## config.mk

```make
export PLATFORM = sky130hd
export DESIGN_NAME = sumi3_launcher_flat
export DESIGN_NICKNAME = d
export VERILOG_FILES = /design/src/rtl/sumi3_pkg.sv /design/src/rtl/sumi3_launcher_if.sv /design/src/rtl/sumi3_arg_fifo.sv /design/src/rtl/sumi3_launcher.sv /design/src/flat_wrapper.sv
export SDC_FILE = /design/constraint.sdc
export NUM_CORES = 1
export LEC_CHECK = 0
export ABC_AREA = 1
export CAP_MARGIN = 25
export CORE_AREA = 2 2 273 208
export CTS_BUF_LIST = sky130_fd_sc_hd__clkbuf_2
export DETAILED_ROUTE_END_ITERATION = 7
export DIE_AREA = 0 0 275 210
export PLACE_DENSITY = 0.53
export SETUP_SLACK_MARGIN = 0.4
export SYNTH_ARGS = -nofsm -noshare
export SYNTH_HDL_FRONTEND = slang
export SYNTH_SLANG_ARGS = --single-unit
```

## constraint.sdc

```tcl
create_clock -name clk -period 4.5 [get_ports clk]
set_input_delay 0.9 -clock clk [delete_from_list [all_inputs] [get_ports clk]]
set_output_delay 0.9 -clock clk [all_outputs]
set_load 0.005 [all_outputs]
```

## src/rtl/sumi3_pkg.sv

```systemverilog
// Shared types for the sumi3 launch front end: FSM state encoding and the
// (x, n) argument pair carried through the argument FIFO.
package sumi3_pkg;

  localparam int DATA_W = 32;

  typedef enum logic [1:0] {
    IDLE,
    LAUNCH,
    RUN
  } launch_state_t;

  typedef struct packed {
    logic [DATA_W-1:0] x;
    logic [DATA_W-1:0] n;
  } sumi3_args_t;

endpackage

```

## src/rtl/sumi3_launcher_if.sv

```systemverilog
// Bundles the host argument/result streams and the graph start/end channels
// that the launcher sits between.
interface sumi3_launcher_if #(
  parameter int DATA_W = sumi3_pkg::DATA_W,
  parameter int TAG_W  = 4
);

  logic [DATA_W-1:0] arg_x_in;
  logic [DATA_W-1:0] arg_n_in;
  logic              arg_valid;
  logic              arg_ready;

  logic [DATA_W-1:0] x_dout;
  logic [DATA_W-1:0] n_dout;
  logic              start_out;
  logic              start_valid;
  logic              start_ready;

  logic [DATA_W-1:0] end_in;
  logic              end_valid_in;
  logic              end_ready_out;

  logic [DATA_W-1:0] res_out;
  logic [TAG_W-1:0]  res_tag;
  logic              res_valid;
  logic              res_ready;

  logic              busy;
  logic              timeout_err;

  // Launcher side.
  modport master (
    input  arg_x_in, arg_n_in, arg_valid,
    output arg_ready,
    output x_dout, n_dout, start_out, start_valid,
    input  start_ready,
    input  end_in, end_valid_in,
    output end_ready_out,
    output res_out, res_tag, res_valid,
    input  res_ready,
    output busy, timeout_err
  );

  // Host and graph side.
  modport slave (
    output arg_x_in, arg_n_in, arg_valid,
    input  arg_ready,
    input  x_dout, n_dout, start_out, start_valid,
    output start_ready,
    output end_in, end_valid_in,
    input  end_ready_out,
    input  res_out, res_tag, res_valid,
    output res_ready,
    input  busy, timeout_err
  );

endinterface

```

## src/rtl/sumi3_arg_fifo.sv

```systemverilog
// Small argument FIFO; head is read combinationally so IDLE can pop and
// register the pair in the same cycle it sees the FIFO non-empty.
module sumi3_arg_fifo #(
  parameter int  DEPTH  = 4,
  parameter type elem_t = sumi3_pkg::sumi3_args_t
) (
  input  logic  clk,
  input  logic  rst_ni,
  input  logic  push_i,
  input  elem_t din_i,
  output logic  full_o,
  input  logic  pop_i,
  output elem_t dout_o,
  output logic  empty_o
);

  import sumi3_pkg::*;

  localparam int AW = $clog2(DEPTH);
  localparam int PW = AW + 1;

  elem_t mem_q [DEPTH];

  logic [PW-1:0] wr_ptr_q, wr_ptr_d;
  logic [PW-1:0] rd_ptr_q, rd_ptr_d;
  logic          do_push;
  logic          do_pop;

  // Same index with differing wrap bit means the writer has lapped the reader.
  assign full_o  = (wr_ptr_q[AW] != rd_ptr_q[AW]) &&
                   (wr_ptr_q[AW-1:0] == rd_ptr_q[AW-1:0]);
  assign empty_o = (wr_ptr_q == rd_ptr_q);

  assign do_push = push_i && !full_o;
  assign do_pop  = pop_i && !empty_o;

  assign wr_ptr_d = wr_ptr_q + PW'(do_push);
  assign rd_ptr_d = rd_ptr_q + PW'(do_pop);

  assign dout_o = mem_q[rd_ptr_q[AW-1:0]];

  always_ff @(posedge clk) begin
    if (!rst_ni) begin
      wr_ptr_q <= '0;
      rd_ptr_q <= '0;
    end else begin
      wr_ptr_q <= wr_ptr_d;
      rd_ptr_q <= rd_ptr_d;
    end
  end

  always_ff @(posedge clk) begin
    if (do_push) begin
      mem_q[wr_ptr_q[AW-1:0]] <= din_i;
    end
  end

endmodule

```

## src/rtl/sumi3_launcher.sv

```systemverilog
// Issue stage for sumi3_graph: buffers host (x, n) pairs, launches one graph
// execution at a time and returns each result tagged with its launch number.
module sumi3_launcher #(
  parameter int DATA_W  = sumi3_pkg::DATA_W,
  parameter int DEPTH   = 4,
  parameter int TAG_W   = 4,
  parameter int TIMEOUT = 1024
) (
  input  logic               clk,
  input  logic               rst,
  sumi3_launcher_if.master   bus
);

  import sumi3_pkg::*;

  typedef struct packed {
    logic [DATA_W-1:0] x;
    logic [DATA_W-1:0] n;
  } args_t;

  localparam int CNT_W = $clog2(TIMEOUT + 1);

  launch_state_t     state_q, state_d;

  args_t             fifo_din;
  args_t             fifo_head;
  logic              fifo_full;
  logic              fifo_empty;
  logic              fifo_push;
  logic              fifo_pop;

  logic [DATA_W-1:0] x_q, x_d;
  logic [DATA_W-1:0] n_q, n_d;
  logic [TAG_W-1:0]  tag_q, tag_d;
  logic [TAG_W-1:0]  launch_tag_q, launch_tag_d;
  logic [DATA_W-1:0] res_q, res_d;
  logic [TAG_W-1:0]  res_tag_q, res_tag_d;
  logic              res_valid_q, res_valid_d;
  logic [CNT_W-1:0]  cnt_q, cnt_d;
  logic              timeout_q, timeout_d;

  logic              launch_valid;
  logic              end_ready;

  assign fifo_din  = '{x: bus.arg_x_in, n: bus.arg_n_in};
  assign fifo_push = bus.arg_valid && !fifo_full;

  sumi3_arg_fifo #(
    .DEPTH  (DEPTH),
    .elem_t (args_t)
  ) u_arg_fifo (
    .clk     (clk),
    .rst_ni  (rst),
    .push_i  (fifo_push),
    .din_i   (fifo_din),
    .full_o  (fifo_full),
    .pop_i   (fifo_pop),
    .dout_o  (fifo_head),
    .empty_o (fifo_empty)
  );

  always_comb begin
    state_d      = state_q;
    x_d          = x_q;
    n_d          = n_q;
    tag_d        = tag_q;
    launch_tag_d = launch_tag_q;
    res_d        = res_q;
    res_tag_d    = res_tag_q;
    res_valid_d  = res_valid_q;
    fifo_pop     = 1'b0;
    launch_valid = 1'b0;
    end_ready    = 1'b0;

    if (res_valid_q && bus.res_ready) begin
      res_valid_d = 1'b0;
    end

    unique case (state_q)
      IDLE: begin
        if (!fifo_empty) begin
          fifo_pop = 1'b1;
          x_d      = fifo_head.x;
          n_d      = fifo_head.n;
          state_d  = LAUNCH;
        end
      end
      LAUNCH: begin
        launch_valid = 1'b1;
        if (bus.start_ready) begin
          launch_tag_d = tag_q;
          tag_d        = tag_q + TAG_W'(1);
          state_d      = RUN;
        end
      end
      RUN: begin
        // A pending result that the host is draining this cycle frees the slot.
        end_ready = !res_valid_q || bus.res_ready;
        if (bus.end_valid_in && end_ready) begin
          res_d       = bus.end_in;
          res_tag_d   = launch_tag_q;
          res_valid_d = 1'b1;
          state_d     = IDLE;
        end
      end
      default: begin
        state_d = IDLE;
      end
    endcase
  end

  // Hang watchdog: only flags, never aborts the launch in progress.
  always_comb begin
    cnt_d     = '0;
    timeout_d = timeout_q;
    if (state_q != IDLE) begin
      cnt_d = (cnt_q == CNT_W'(TIMEOUT)) ? cnt_q : cnt_q + CNT_W'(1);
      if (cnt_q == CNT_W'(TIMEOUT - 1)) begin
        timeout_d = 1'b1;
      end
    end
  end

  always_ff @(posedge clk) begin
    if (!rst) begin
      state_q      <= IDLE;
      x_q          <= '0;
      n_q          <= '0;
      tag_q        <= '0;
      launch_tag_q <= '0;
      res_q        <= '0;
      res_tag_q    <= '0;
      res_valid_q  <= 1'b0;
      cnt_q        <= '0;
      timeout_q    <= 1'b0;
    end else begin
      state_q      <= state_d;
      x_q          <= x_d;
      n_q          <= n_d;
      tag_q        <= tag_d;
      launch_tag_q <= launch_tag_d;
      res_q        <= res_d;
      res_tag_q    <= res_tag_d;
      res_valid_q  <= res_valid_d;
      cnt_q        <= cnt_d;
      timeout_q    <= timeout_d;
    end
  end

  assign bus.arg_ready     = !fifo_full;
  assign bus.x_dout        = x_q;
  assign bus.n_dout        = n_q;
  assign bus.start_valid   = launch_valid;
  assign bus.start_out     = launch_valid;
  assign bus.end_ready_out = end_ready;
  assign bus.res_out       = res_q;
  assign bus.res_tag       = res_tag_q;
  assign bus.res_valid     = res_valid_q;
  assign bus.busy          = (state_q != IDLE);
  assign bus.timeout_err   = timeout_q;

endmodule

```

## src/flat_wrapper.sv

```systemverilog
// flat-port wrapper written by rule: the top's interface ports become plain ports
module sumi3_launcher_flat import sumi3_pkg::*;
#(
  parameter int DATA_W  = sumi3_pkg::DATA_W,
  parameter int DEPTH   = 4,
  parameter int TAG_W   = 4,
  parameter int TIMEOUT = 1024
)
  (clk, rst, bus_arg_x_in, bus_arg_n_in, bus_arg_valid, bus_arg_ready, bus_x_dout, bus_n_dout, bus_start_out, bus_start_valid, bus_start_ready, bus_end_in, bus_end_valid_in, bus_end_ready_out, bus_res_out, bus_res_tag, bus_res_valid, bus_res_ready, bus_busy, bus_timeout_err);
  sumi3_launcher_if #(.DATA_W(DATA_W), .TAG_W(TAG_W)) bus_i ();
  input  logic clk;
  input  logic rst;
  input wire logic [$bits(bus_i.arg_x_in)-1:0] bus_arg_x_in;
  input wire logic [$bits(bus_i.arg_n_in)-1:0] bus_arg_n_in;
  input wire logic [$bits(bus_i.arg_valid)-1:0] bus_arg_valid;
  output wire logic [$bits(bus_i.arg_ready)-1:0] bus_arg_ready;
  output wire logic [$bits(bus_i.x_dout)-1:0] bus_x_dout;
  output wire logic [$bits(bus_i.n_dout)-1:0] bus_n_dout;
  output wire logic [$bits(bus_i.start_out)-1:0] bus_start_out;
  output wire logic [$bits(bus_i.start_valid)-1:0] bus_start_valid;
  input wire logic [$bits(bus_i.start_ready)-1:0] bus_start_ready;
  input wire logic [$bits(bus_i.end_in)-1:0] bus_end_in;
  input wire logic [$bits(bus_i.end_valid_in)-1:0] bus_end_valid_in;
  output wire logic [$bits(bus_i.end_ready_out)-1:0] bus_end_ready_out;
  output wire logic [$bits(bus_i.res_out)-1:0] bus_res_out;
  output wire logic [$bits(bus_i.res_tag)-1:0] bus_res_tag;
  output wire logic [$bits(bus_i.res_valid)-1:0] bus_res_valid;
  input wire logic [$bits(bus_i.res_ready)-1:0] bus_res_ready;
  output wire logic [$bits(bus_i.busy)-1:0] bus_busy;
  output wire logic [$bits(bus_i.timeout_err)-1:0] bus_timeout_err;
  assign bus_i.arg_x_in = bus_arg_x_in;
  assign bus_i.arg_n_in = bus_arg_n_in;
  assign bus_i.arg_valid = bus_arg_valid;
  assign bus_arg_ready = bus_i.arg_ready;
  assign bus_x_dout = bus_i.x_dout;
  assign bus_n_dout = bus_i.n_dout;
  assign bus_start_out = bus_i.start_out;
  assign bus_start_valid = bus_i.start_valid;
  assign bus_i.start_ready = bus_start_ready;
  assign bus_i.end_in = bus_end_in;
  assign bus_i.end_valid_in = bus_end_valid_in;
  assign bus_end_ready_out = bus_i.end_ready_out;
  assign bus_res_out = bus_i.res_out;
  assign bus_res_tag = bus_i.res_tag;
  assign bus_res_valid = bus_i.res_valid;
  assign bus_i.res_ready = bus_res_ready;
  assign bus_busy = bus_i.busy;
  assign bus_timeout_err = bus_i.timeout_err;
  sumi3_launcher #(.DATA_W(DATA_W), .DEPTH(DEPTH), .TAG_W(TAG_W), .TIMEOUT(TIMEOUT)) u_core (.clk(clk), .rst(rst), .bus(bus_i));
endmodule
```

==> impl_metrics.env <==
export IMPL_fin_setup_tns_ns=0
export IMPL_synth_top_area_frac=0.5210
export IMPL_post_dp_hpwl_microns=20600
export IMPL_ios=209
export IMPL_cp_common_cell="nand2_1"
export IMPL_final_hold_violation_count=0
export IMPL_maxSlewHeadroom=0.4155
export IMPL_num_rows=75
export IMPL_hold_buffers=0
export IMPL_drt_wl_total_microns=36690
export IMPL_yosysSeqAreaShare=0.6960
export IMPL_antenna_left=0
export IMPL_grt_pass1_wl_microns=56880
export IMPL_clkLatencyLatePin_ns=1.06
export IMPL_powerDensity_nw_per_um2=527.8
export IMPL_grt_overflow=0
export IMPL_timing_critical_path_buf_inv=2
export IMPL_synthArstFlopShare=0
export IMPL_antenna_found_initial=3
export IMPL_cts_sinks=385
export IMPL_crit_start="u_core.u_arg_fifo.rd_ptr_q[0]"
export IMPL_route_detailed_drc=0
export IMPL_path_delay_family="buffers and inverters"
export IMPL_die_area_sq_um=57750
export IMPL_synth_area_leaders="edfxtp_1, dfxtp_1, nor2_1"
export IMPL_rsz0062_at_grt="no"
export IMPL_finalNetCount=1792
export IMPL_drtPass1Iterations=4
export IMPL_cts_tree="built"
export IMPL_die_w_microns=275
export IMPL_worst_clock_skew_ns=0.07999
export IMPL_fmax_mhz=269.8
export IMPL_start_util=0.2674
export IMPL_synth_distinct_cells=24
export IMPL_end_kind="output pin"
export IMPL_drive_above_1_share=0.1081
export IMPL_path_cells="inv_8, nand2_1, nand2_1, nand4_1, clkdlybuf4s50_1"
export IMPL_worstMarginPinSlew_ns=0.8768
export IMPL_fp_coreArea_sq_um=55180
export IMPL_final_max_slew_viol_count=0
export IMPL_synth_seq_cells=385
export IMPL_area_growth_pct=25.55
export IMPL_synth_edff_count=256
export IMPL_cts_buffers=100
export IMPL_yosys_warnings=0
export IMPL_synthFlopType="edfxtp_1"
export IMPL_drtIter0Drc=495
export IMPL_arrival_ns=2.81
export IMPL_layout_min_cycle_time_ns=3.706
export IMPL_worstSetupStartpointType="flop"
export IMPL_crit_type="reg -> out"
export IMPL_routed_via_count=10392
export IMPL_grt_use_total=0.1279
export IMPL_drv_cap=0
export IMPL_gp_congestion=0.7245
export IMPL_grt_max_degree=81
export IMPL_syn_area_sq_um=14760
export IMPL_synth_top_cell_by_area="edfxtp_1"
export IMPL_crit_path_max_incr_delay_ns=0.62
export IMPL_placed_cells=2311
export IMPL_critPathMaxFanout=62
export IMPL_peakVddDrop_mv=0.2608
export IMPL_layout_cells_non_filler=2502
export IMPL_power_leakage_nw=6.948
export IMPL_hold_start="rst"
export IMPL_port_buffers=208
export IMPL_critPathRequiredTime_ns=3.60
export IMPL_syn_area_per_cell_sq_um=10.28
export IMPL_finalSetupViolCount=0
export IMPL_cp_slowest_cell="dfxtp_4"
export IMPL_post_drt_wl_per_cell_microns=14.66
export IMPL_rr_startpoint="u_core.u_arg_fifo.rd_ptr_q[0]"
export IMPL_status="finished, final reports clean"
export IMPL_grt_pass1_vias=10198
export IMPL_min_period_over_period=0.8236
export IMPL_netlist_instances=1435
export IMPL_synth_most_common_cell="nor2_1"
export IMPL_fp_dieH_microns=210
export IMPL_hold_class="in -> reg"
export IMPL_syn_nets=1544
export IMPL_yosys_top_cells_count="nor2_1, edfxtp_1, o21ai_0"
export IMPL_cts_root_buf="clkbuf_2"
export IMPL_clk_pin_slew_ns=0.12
export IMPL_cts_buffer_depth=3
export IMPL_viasPerCell=4.153
export IMPL_cts_max_level=3
-- routing by layer --
metal  track usage  routed length, microns
met5             0                       0
met2        0.1929                   16160
met1        0.1739                   17860
met3       0.03851                    1794
met4       0.04529                     871
-- flip-flops by register name (all words and copies together), names as in the netlist --
signal,cells
u_core.u_arg_fifo.mem_q,256
u_core.bus.n_dout,32
u_core.bus.res_out,32
u_core.bus.x_dout,32
u_core.cnt_q,11
u_core.bus.res_tag,4
u_core.launch_tag_q,4
u_core.tag_q,4
u_core.u_arg_fifo.rd_ptr_q,3
u_core.u_arg_fifo.wr_ptr_q,3
u_core.state_q,2
u_core.bus.res_valid,1
u_core.bus.timeout_err,1
-- per-stage QoR --
stage	instance area, sq um	worst slack, ns	hold slack [ns]	power [mW]	utilization
final	18530	0.7940	0.3578	9.777	0.3357
after floorplan	14760	0.3264	0.4422	6.249	-
after detailed placement	17560	1.415	0.4544	7.493	0.3182
after CTS	18510	0.4618	0.1559	10.02	0.3355
after global routing	18520	0.4813	0.2233	10.60	0.3357
after global placement	17560	1.431	0.4422	7.462	0.3182
-- where the power goes --
part / internal [mW] / switching (mW) / total [mW]
Clock: 0.970 / 1.44 / 2.41
Combinational: 1.22 / 1.60 / 2.82
Sequential: 4.24 / 0.303 / 4.55
Total: 6.43 / 3.35 / 9.78
-- cell families after synthesis --
family | share of synthesized area
xor+xnor | 0.003561
flops | 0.6960
simple gates | 0.1590
buf+inv | 0.05105
fa+ha+maj | 0.005935
compound gates | 0.08446
-- timing repair --
item	4_1_cts	5_1_grt
setup buffers	1	0
gates resized for setup	1	1
endpoints found under the setup margin	1	1
-- worst register-to-register path, stage by stage (launching register included) --
cell and delay, ns:
dfxtp_4 0.62, inv_8 0.23, nand2_1 0.14, nand2_1 0.07, nand4_1 0.20, nand2_1 0.31
nor2_4 0.21, buf_4 0.44
-- final cells by class --
class | instances | area, sq um
Antenna cell | 4 | 10.01
Clock buffer | 154 | 770.7
Clock inverter | 32 | 160.2
Fill cell | 5593 | 36650
Inverter | 96 | 367.9
Multi-Input combinational cell | 877 | 3770
Sequential cell | 385 | 10280
Tap cell | 731 | 914.6
Timing Repair Buffer | 223 | 2255
-- path summary, 6_finish.rpt --
path / end / slack, ns / cells past startpoint
worst min register to register: u_core.launch_tag_q[3] / 0.48 / 2
worst max-delay path: bus_arg_ready / 0.79 / 5
worst min-delay path: u_core.bus.x_dout[20] / 0.36 / 3
worst max register to register: u_core.u_arg_fifo.mem_q[1][2] / 1.85 / 7
-- cell usage in the layout, fill, tap and decap left out, types with 8 or more instances in the layout --
cell type,instances
clkinv_1,22
inv_1,93
clkbuf_2,154
a21oi_1,15
o21ai_0,209
nor2_1,413
nand3_1,8
edfxtp_1,256
buf_4,11
o21ai_1,23
dfxtp_1,127
clkdlybuf4s50_1,207
clkinv_2,8
nand2_1,177
nor3_1,8
Note: power is estimated with default switching activity, not from simulation.
